===== config.mk =====
export PLATFORM = sky130hd
export DESIGN_NAME = fa_bist_ctrl
export DESIGN_NICKNAME = d
export VERILOG_FILES = /design/src/rtl/fa_bist_ctrl.sv
export SDC_FILE = /design/constraint.sdc
export NUM_CORES = 1
export LEC_CHECK = 0
export ABC_CLOCK_PERIOD_IN_PS = 5340
export BUFFER_PORTS_ARGS = -buffer_cell sky130_fd_sc_hd__buf_2
export CORE_MARGIN = 3
export CORE_UTILIZATION = 45
export DETAILED_ROUTE_END_ITERATION = 8
export GPL_TIMING_DRIVEN = 0
export PLACE_DENSITY = 0.68
export SETUP_SLACK_MARGIN = 0.02
export SLEW_MARGIN = 25
export SYNTH_ARGS = -nofsm -noshare
export SYNTH_HDL_FRONTEND = slang
export SYNTH_SLANG_ARGS = --single-unit
export TNS_END_PERCENT = 20

===== constraint.sdc =====
create_clock -name clk -period 5.34 [get_ports clk]
set_clock_uncertainty 0.1 [all_clocks]
set_input_delay 0 -clock clk [delete_from_list [all_inputs] [get_ports clk]]
set_output_delay 0 -clock clk [all_outputs]
set_load 0.02 [all_outputs]

===== src/rtl/fa_bist_ctrl.sv =====
// rtl/fa_bist_ctrl.sv - built-in self-test controller for a 1-bit full adder
//
// Applies all eight {c_in,b,a} vectors to an external full adder, holds each for
// SETTLE_CYCLES cycles, compares the adder outputs against a golden model on the
// last settle cycle, counts failing vectors and records the first failing one.
//
// Ports:
//   clk              in   rising-edge clock
//   rst              in   synchronous active-high reset
//   start            in   run request, honoured only in IDLE or DONE
//   dut_sum          in   sum output of the adder under test
//   dut_c_out        in   carry output of the adder under test
//   a, b, c_in       out  registered stimulus to the adder under test
//   busy             out  vectors are being applied
//   done             out  run complete, results valid
//   pass             out  done and no failing vector
//   err_count [3:0]  out  number of failing vectors in the last run (0..8)
//   first_err_valid  out  at least one failing vector recorded
//   first_err_vec    out  {c_in,b,a} of the first failing vector

module fa_bist_ctrl #(
  parameter int SETTLE_CYCLES = 2
) (
  input  logic       clk,
  input  logic       rst,
  input  logic       start,
  input  logic       dut_sum,
  input  logic       dut_c_out,
  output logic       a,
  output logic       b,
  output logic       c_in,
  output logic       busy,
  output logic       done,
  output logic       pass,
  output logic [3:0] err_count,
  output logic       first_err_valid,
  output logic [2:0] first_err_vec
);

  // Counter must be at least one bit wide even when SETTLE_CYCLES == 1.
  localparam int CW = (SETTLE_CYCLES > 1) ? $clog2(SETTLE_CYCLES) : 1;
  localparam logic [CW-1:0] SETTLE_LAST = CW'(SETTLE_CYCLES - 1);

  typedef enum logic [1:0] {
    IDLE  = 2'd0,
    DRIVE = 2'd1,
    DONE  = 2'd2
  } state_t;

  state_t        state, state_n;
  logic [2:0]    vec, vec_n;
  logic [CW-1:0] settle_cnt, settle_n;
  logic [3:0]    err_n;
  logic          fev_valid_n;
  logic [2:0]    fev_n;
  logic [2:0]    stim, stim_n;

  logic sum_g;
  logic cout_g;
  logic mismatch;
  logic compare_now;

  // Golden model evaluated on the vector currently presented to the adder.
  assign sum_g    = stim[0] ^ stim[1] ^ stim[2];
  assign cout_g   = (stim[0] & stim[1]) | (stim[0] & stim[2]) | (stim[1] & stim[2]);
  // A vector failing on both outputs still counts as a single failure.
  assign mismatch = (dut_sum != sum_g) || (dut_c_out != cout_g);

  assign compare_now = (state == DRIVE) && (settle_cnt == SETTLE_LAST);

  always_ff @(posedge clk) begin
    if (rst) begin
      state           <= IDLE;
      vec             <= '0;
      settle_cnt      <= '0;
      err_count       <= '0;
      first_err_valid <= 1'b0;
      first_err_vec   <= '0;
      stim            <= '0;
    end else begin
      state           <= state_n;
      vec             <= vec_n;
      settle_cnt      <= settle_n;
      err_count       <= err_n;
      first_err_valid <= fev_valid_n;
      first_err_vec   <= fev_n;
      stim            <= stim_n;
    end
  end

  always_comb begin
    state_n     = state;
    vec_n       = vec;
    settle_n    = settle_cnt;
    err_n       = err_count;
    fev_valid_n = first_err_valid;
    fev_n       = first_err_vec;
    stim_n      = stim;

    case (state)
      IDLE, DONE: begin
        // Results from a previous run hold until a new run is accepted.
        if (start) begin
          state_n     = DRIVE;
          vec_n       = 3'd0;
          settle_n    = '0;
          err_n       = 4'd0;
          fev_valid_n = 1'b0;
          fev_n       = 3'd0;
          stim_n      = 3'd0;
        end
      end

      DRIVE: begin
        if (compare_now) begin
          if (mismatch) begin
            err_n = err_count + 4'd1;
            if (!first_err_valid) begin
              fev_valid_n = 1'b1;
              fev_n       = vec;
            end
          end
          if (vec == 3'd7) begin
            state_n = DONE;
            stim_n  = 3'd0;
          end else begin
            vec_n    = vec + 3'd1;
            settle_n = '0;
            stim_n   = vec + 3'd1;
          end
        end else begin
          settle_n = settle_cnt + CW'(1);
        end
      end

      default: begin
        state_n = IDLE;
        stim_n  = 3'd0;
      end
    endcase
  end

  assign {c_in, b, a} = stim;
  assign busy         = (state == DRIVE);
  assign done         = (state == DONE);
  assign pass         = (state == DONE) && (err_count == 4'd0);

endmodule


==> results of run 1 <==
[power groups by stage]
stage	clock [mW]	sequential, mW	combinational [mW]
after CTS	0.0696	0.132	0.0343
after floorplan	0	0.135	0.0226
final	0.0670	0.132	0.0341
after global placement	0	0.135	0.0325
after global routing	0.0752	0.132	0.0374
after detailed placement	0	0.135	0.0330
[per-layer routing]
| layer | share of wire, % | track usage [%] | vias up |
|---|---|---|---|
| met1 | 49 | 21.1 | 380 |
| met5 | 0 | 0 | - |
| met2 | 45 | 25.8 | 18 |
| li1 | - | - | 420 |
| met3 | 5.2 | 6.12 | 2 |
| met4 | 0.69 | 3.93 | 0 |
[cells in the mapped netlist, types with 2 or more instances]
cell,number,area share [%]
nand3_1,5,2.7
inv_1,8,3.2
xor2_2,2,3.5
nor2_1,9,3.6
ha_1,4,5.4
nand2_1,8,3.2
clkbuf_1,2,0.81
nor2b_1,3,2.0
or4_1,2,1.6
o21ai_0,2,1.1
buf_2,3,1.6
a22o_1,5,4.7
dfxtp_1,17,37
a21oi_1,7,3.8
a21o_1,2,1.6
[final timing paths]
check,end,slack [ps],start,cells after the start
min reg2reg,stim[2]$_SDFFE_PP0P_,370,stim[2]$_SDFFE_PP0P_,2
min,err_count[0]$_SDFFE_PP0P_,200,dut_sum,5
max reg2reg,err_count[2]$_SDFFE_PP0P_,3160,stim[0]$_SDFFE_PP0P_,6
max,err_count[2]$_SDFFE_PP0P_,3160,stim[0]$_SDFFE_PP0P_,6
[cell usage in the layout, fill, tap and decap left out, types with 2 or more instances in the layout]
cell type,n
buf_2,21
dfxtp_1,17
nor2_1,9
inv_1,8
nand2_1,8
a21oi_1,7
a22o_1,5
nand3_1,5
ha_1,4
nor2b_1,3
clkbuf_1,3
clkbuf_4,3
xor2_2,2
a21o_1,2
or4_1,2
o21ai_0,2
dlygate4sd3_1,2
[area by class of cell]
cell class              instances  area (sq um)
flip-flops and latches         17           340
fillers                       196           743
well taps                      25          31.3
clock buffers                   4          26.3
multi-input cells              74           536
repair buffers                 20           110
plain buffers                   5          22.5
inverters                       8          30.0
[sequential cells by signal, summed over array words and instances (netlist names)]
name	cells
stim	3
state	2
vec	3
settle_cnt	1
first_err_vec	3
first_err_valid	1
err_count	4
[stage by stage]
| stage | instances | setup WS (ps) | power (mW) |
|---|---|---|---|
| floorplan | 104 | 3180 | 0.158 |
| global placement | 147 | 3190 | 0.167 |
| detailed placement | 147 | 3160 | 0.168 |
| CTS | 153 | 3130 | 0.236 |
| global route | 153 | 3030 | 0.245 |
| finish | 153 | 3160 | 0.233 |
[kinds of logic after synthesis]
| group | share of synthesized area, % |
|---|---|
| AND/OR/NAND/NOR | 20.5 |
| AO/OA/AOI/OAI | 25.2 |
| flip-flops | 36.7 |
| buffers and inverters | 5.66 |
| adder cells (fa/ha/maj) | 7.55 |
| XOR/XNOR | 4.45 |
[worst max-delay path, stage by stage, from the launching register on]
cell and delay (ps):
dfxtp_1 360, inv_1 70, fa_1 590, xor2_2 270
a21oi_2 120, a311oi_2 420, a221o_1 210
==> impl_metrics.yaml, run 1 <==
run_status:
  outcome: "complete, no violations"
timing:
  final-hold-violation-count: 0
  fmax_mhz: 458
  finalMaxSlewViolations: 0
  post-route-period-util_pct: 40.9
  tightest_slew_ps: 470
  slew_headroom_pct: 68.7
  finalSetupTns_ps: 0
  whs_ps: 199
  setup_viol: 0
  period_needed_ps: 2180
  rsz0062_at_grt: "no"
routing:
  vias_per_cell: 5.36
  vias: 820
  drt-total-wl_um: 1900
  first_pass_iters: 4
  wl_per_cell_um: 12.4
  drc: 0
  drtIter0Drc: 11
  ant_nets: 0
grt:
  grt_pass1_vias: 765
  grt_pass1_wl_um: 3320
  grtUsageTotal_pct: 16.4
  antenna_found_initial: 0
  grt_start_max_net_pins: 11
  overflow: 0
logic_synthesis:
  syn_nets: 114
  ys_warn_count: 0
  avgSynthCellArea_sq_um: 8.93
  syn_inst: 104
  ys_ff_latch: 17
  synth_area_sq_um: 928
  ys_seq_area_share_pct: 36.7
  yosysUniqueCellTypes: 40
  synthFlopType: "dfxtp_1"
  async_reset_ff_share_pct: 0
  synth-edff-count: 0
cts:
  post_cts_buffers: 0
  cts_buffers: 3
  insertion_delay_ps: 280
  cts_buffer_depth: 2
  cts-root-buf: "clkbuf_4"
  path_clk_slew_ps: 90
  cts_tree: "done"
  ctsResizeCount: 0
  cts_max_level: 1
  cts.sinks: 17
  hold_buffers: 2
pwr:
  ir_drop_uv: 183
  power_per_cell_area_mw_per_mm2: 212
  power_frac_clock_pct: 28.8
  power_leakage_nw: 0.471
  p_switching_mw: 0.0625
  p_seq_share_pct: 56.6
  comb_power_share_pct: 14.6
  switching_share_pct: 26.8
  power.internal_mw: 0.170
placed_design:
  dpl.hpwl_um: 1450
  place_area_sq_mm: 0.00105
  gp_congestion: 0.846
  io_buffers: 18
worst_setup_path:
  required_ps: 5470
  cp-start-kind: "register"
  end_kind: "register"
  arrival_ps: 2320
  crit_path_max_fanout: 4
  crit_type: "reg2reg"
floorplanning:
  coreArea_sq_mm: 0.00184
  placementRows: 15
  io-pin-count: 19
  die_h_um: 51.4
  die-area_sq_mm: 0.00264
  start_util_pct: 50.5
  fp.dieW_um: 51.4
final_layout:
  utilization_pct: 59.6
  n_antenna_cell: 0
  nNetsFinal: 139
  layout-drive-gt1-share_pct: 23.4
  syn_to_final_growth_pct: 18.1
  stdcell_area_sq_mm: 0.00110
hold_path:
  min_path_type: "in2reg"
run:
  max-cap-violations: 0
Note: power is estimated with default switching activity, not from simulation.
==> run 2: changes to the inputs <==
- ABC_CLOCK_PERIOD_IN_PS: 5340 -> 2100
- clock period: 5.34 -> 2.1 ns (I/O delays scaled with it)
==> impl_metrics.yaml, run 2 (synthesis results as in run 1) <==
cts:
  cts_max_level: 1
  cts_buffers: 3
  path_clk_slew_ps: 100
  cts_buffer_depth: 2
  insertion_delay_ps: 290
  cts-root-buf: "clkbuf_4"
  cts_tree: "done"
  cts.sinks: 17
hold_path:
  min_path_type: "in2reg"
  hold_depth: 6
routing:
  wl_per_cell_um: 13.0
  drt-total-wl_um: 2050
  vias: 857
  vias_per_cell: 5.42
  first_pass_iters: 4
  drc: 0
  ant_nets: 0
  drtIter0Drc: 21
floorplanning:
  fp.dieW_um: 51.4
  placementRows: 15
  coreArea_sq_mm: 0.00184
  io-pin-count: 19
  start_util_pct: 50.5
  die_h_um: 51.4
  die-area_sq_mm: 0.00264
final_layout:
  fillerInstances: 183
  nNetsFinal: 144
  syn_to_final_growth_pct: 22.9
  layout-drive-gt1-share_pct: 30.8
  utilization_pct: 62.0
  mostFrequentLayoutCells: "21 x buf_2, 14 x dfxtp_1, 9 x nor2_1"
  n_antenna_cell: 0
  largest_register_ff_count: 4
  top_register: "err_count"
  final_common_cell: "buf_2"
run_status:
  outcome: "complete, no violations"
pwr:
  power_per_cell_area_mw_per_mm2: 528
  power_leakage_nw: 0.503
  ir_drop_uv: 495
worst_setup_path:
  critPathTopFamily: "compound AO/OA/AOI/OAI gates"
  cp-start-kind: "register"
  arrival_ps: 2170
  cp_num_cells: 7
  required_ps: 2190
  reg2regPathDepth: 7
  critPathSlowestCell: "fa_2"
  max_stage_delay_ps: 580
  crit_path_max_fanout: 4
  end_kind: "register"
  worstPathCellList: "inv_2, fa_2, xor2_2, a21oi_2, a311oi_2, buf_4, a221o_1"
  crit_type: "reg2reg"
  critPathBufInv: 2
timing:
  rsz0062_at_grt: "yes"
  fmax_mhz: 483
  setup_ws_ps: 27.5
  tightest_slew_ps: 432
  final-hold-violation-count: 0
  slew_headroom_pct: 71.2
  finalMaxSlewViolations: 0
  finalSetupTns_ps: 0
  period_needed_ps: 2070
  whs_ps: 290
  setup_viol: 0
  post-route-period-util_pct: 98.7
run:
  max-cap-violations: 0
grt:
  overflow: 0
  grt_use_met2_pct: 28.8
  grt_start_max_net_pins: 11
  met1_usage_pct: 22.4
  grt_pass1_wl_um: 3570
  grtUsageTotal_pct: 17.6
  use_met3_pct: 5.54
  grt_pass1_vias: 812
  antenna_found_initial: 0
  top_usage_layer: "met2"
placed_design:
  io_buffers: 18
  gp_congestion: 0.834
  dpl.hpwl_um: 1500
  dp_slack_ps: -41.1
-- run 2: layout make-up --
class                           instances  area, sq um  area share (%)
Buffer                                  5         22.5            1.97
Clock buffer                            3         22.5            1.97
Clock inverter                          1         5.00           0.439
Inverter                                8         30.0            2.63
Multi-Input combinational cell         74          538            47.1
Sequential cell                        17          344            30.2
Tap cell                               25         31.3            2.74
Timing Repair Buffer                   25          148            12.9
-- run 2: tightest hold or removal path, delay by kind of cell --
kind / cells / cell delay [ps]
simple gates: 2 / 140
buf+inv: 2 / 230
xor+xnor: 1 / 110
compound gates: 1 / 170
-- run 2: metal layers --
layer | part of all wire [%] | up-vias
li1 | - | 429
met1 | 45 | 396
met2 | 47 | 28
met3 | 6.0 | 4
met4 | 1.0 | 0
met5 | 0 | -
-- run 2: worst paths after layout --
kind | start | endpoint | slack [ps]
min | dut_sum | err_count[0]$_SDFFE_PP0P_ | 290
max | stim[2]$_SDFFE_PP0P_ | err_count[2]$_SDFFE_PP0P_ | 30
max reg2reg | stim[2]$_SDFFE_PP0P_ | err_count[2]$_SDFFE_PP0P_ | 30
min reg2reg | stim[0]$_SDFFE_PP0P_ | stim[0]$_SDFFE_PP0P_ | 380
-- run 2: power by group --
| part | switching [mW] | internal, mW |
|---|---|---|
| clock network | 0.105 | 0.0709 |
| logic | 0.0558 | 0.0355 |
| registers | 0.00683 | 0.328 |
| total | 0.167 | 0.435 |
-- run 2: metrics by stage --
step	total power [mW]	instances	area [sq um]
after floorplan	0.401	104	932
after global placement	0.425	147	1050
after detailed placement	0.425	147	1050
after CTS	0.605	158	1140
after global routing	0.631	158	1140
final	0.602	158	1140
-- run 2: what timing repair did --
item,4_1_cts,5_1_grt
endpoints found under the setup margin,7,8
hold buffers,2,0
resized for setup,1,1
buffers inserted,5,0
pin swaps,6,2
hold endpoints to repair,3,0
==> run 3: changes to the inputs <==
- CORE_UTILIZATION: 45 -> 40
- PLACE_DENSITY: 0.68 -> unset
- RECOVER_POWER: unset -> 50
- REMOVE_ABC_BUFFERS: unset -> 1
==> impl_metrics.yaml, run 3 (synthesis results as in run 1) <==
final_layout:
  top_register: "err_count"
  syn_to_final_growth_pct: 24.1
  final_common_cell: "buf_2"
  n_antenna_cell: 0
  fin_cells: 158
  layout-drive-gt1-share_pct: 30.5
  mostFrequentLayoutCells: "16 x buf_2, 14 x dfxtp_1, 9 x nor2_1"
  nNetsFinal: 142
  stdcell_area_sq_mm: 0.00115
  largest_register_ff_count: 4
timing:
  final-hold-violation-count: 0
  rsz0062_at_grt: "yes"
  slew_headroom_pct: 63.2
  period_needed_ps: 2090
  finalMaxSlewViolations: 0
  setup_viol: 0
  post-route-period-util_pct: 99.7
  setup_ws_ps: 6.43
  tightest_slew_ps: 552
  fmax_mhz: 478
grt:
  overflow: 0
  grt_start_max_net_pins: 18
  grtUsageTotal_pct: 16.2
  grt_pass1_wl_um: 3370
  antenna_found_initial: 0
  grt_pass1_vias: 790
floorplanning:
  fp.dieW_um: 54.2
  io-pin-count: 19
  start_util_pct: 44.6
  placementRows: 16
  coreArea_sq_mm: 0.00208
  die_h_um: 54.2
  die-area_sq_mm: 0.00293
hold_path:
  worstHoldStart: "dut_sum"
  min_path_type: "in2reg"
worst_setup_path:
  crit_path_max_fanout: 4
  arrival_ps: 2200
  required_ps: 2210
  crit_type: "reg2reg"
  cp-start-kind: "register"
  crit_start: "stim[0]$_SDFFE_PP0P_"
  end_kind: "register"
  r2r-start: "stim[0]$_SDFFE_PP0P_"
cts:
  insertion_delay_ps: 310
  cts_max_level: 1
  cts_buffer_depth: 2
  path_clk_slew_ps: 110
  cts.sinks: 17
  cts-root-buf: "clkbuf_4"
  cts_tree: "done"
  cts_buffers: 3
routing:
  vias: 852
  vias_per_cell: 5.39
  drc: 0
  drt-total-wl_um: 2070
  drtIter0Drc: 16
  ant_nets: 0
  first_pass_iters: 4
  wl_per_cell_um: 13.1
pwr:
  total_power_mw: 0.618
  power_leakage_nw: 0.490
  power_per_cell_area_mw_per_mm2: 536
  ir_drop_uv: 248
placed_design:
  dpl.hpwl_um: 1390
  io_buffers: 18
  dp.cells: 144
  dp_slack_ps: -73.5
  gp_congestion: 0.810
  place_area_sq_mm: 0.00103
run_status:
  outcome: "complete, no violations"
run:
  max-cap-violations: 0
-- run 3: metrics by stage --
| stage | utilization (%) | hold WS, ps | TNS (ps) |
|---|---|---|---|
| floorplan | - | -30.9 | -247 |
| global placement | 49.5 | 232 | -235 |
| detailed placement | 49.5 | 241 | -367 |
| CTS | 54.0 | 265 | 0 |
| global route | 55.3 | 318 | -250 |
| finish | 55.3 | 264 | 0 |
-- run 3: critical path: stages (launching register included) --
cell      delay (ps)
dfxtp_2          350
inv_2             40
fa_2             510
xor2_4           220
a21oi_2          160
a311oi_2         110
buf_4            190
a221o_1          330
-- run 3: layout make-up --
type                    count  area, sq um
clock buffers               4         26.3
fillers                   211          930
inverters                   8         30.0
multi-input cells          74          551
flip-flops and latches     17          344
well taps                  27         33.8
repair buffers             28          168
-- run 3: per-layer routing --
layer	GRT usage (%)	wire length (um)	vias up
met3	3.32	119	6
li1	-	-	429
met1	20.6	962	386
met2	23.7	944	31
met4	12.4	44	0
met5	0	0	-
-- run 3: repair_timing --
item                                   4_1_cts  5_1_grt
setup endpoints to repair                    7        8
setup buffers                                6        2
endpoints found under the hold margin       10        0
hold buffers                                 2        0
pin swaps                                    7        6
resized for setup                            4        4
-- run 3: final timing paths --
| kind | slack (ps) | depth (start not counted) | end |
|---|---|---|---|
| setup / recovery | 6 | 7 | err_count[2]$_SDFFE_PP0P_ |
| hold / removal | 260 | 6 | err_count[0]$_SDFFE_PP0P_ |
| setup reg to reg | 6 | 7 | err_count[2]$_SDFFE_PP0P_ |
| hold reg to reg | 370 | 2 | stim[1]$_SDFFE_PP0P_ |
-- run 3: report_power, final --
| group | switching (mW) | internal (mW) |
|---|---|---|
| Combinational | 0.0510 | 0.0389 |
| Sequential | 0.0143 | 0.328 |
| Clock | 0.111 | 0.0740 |
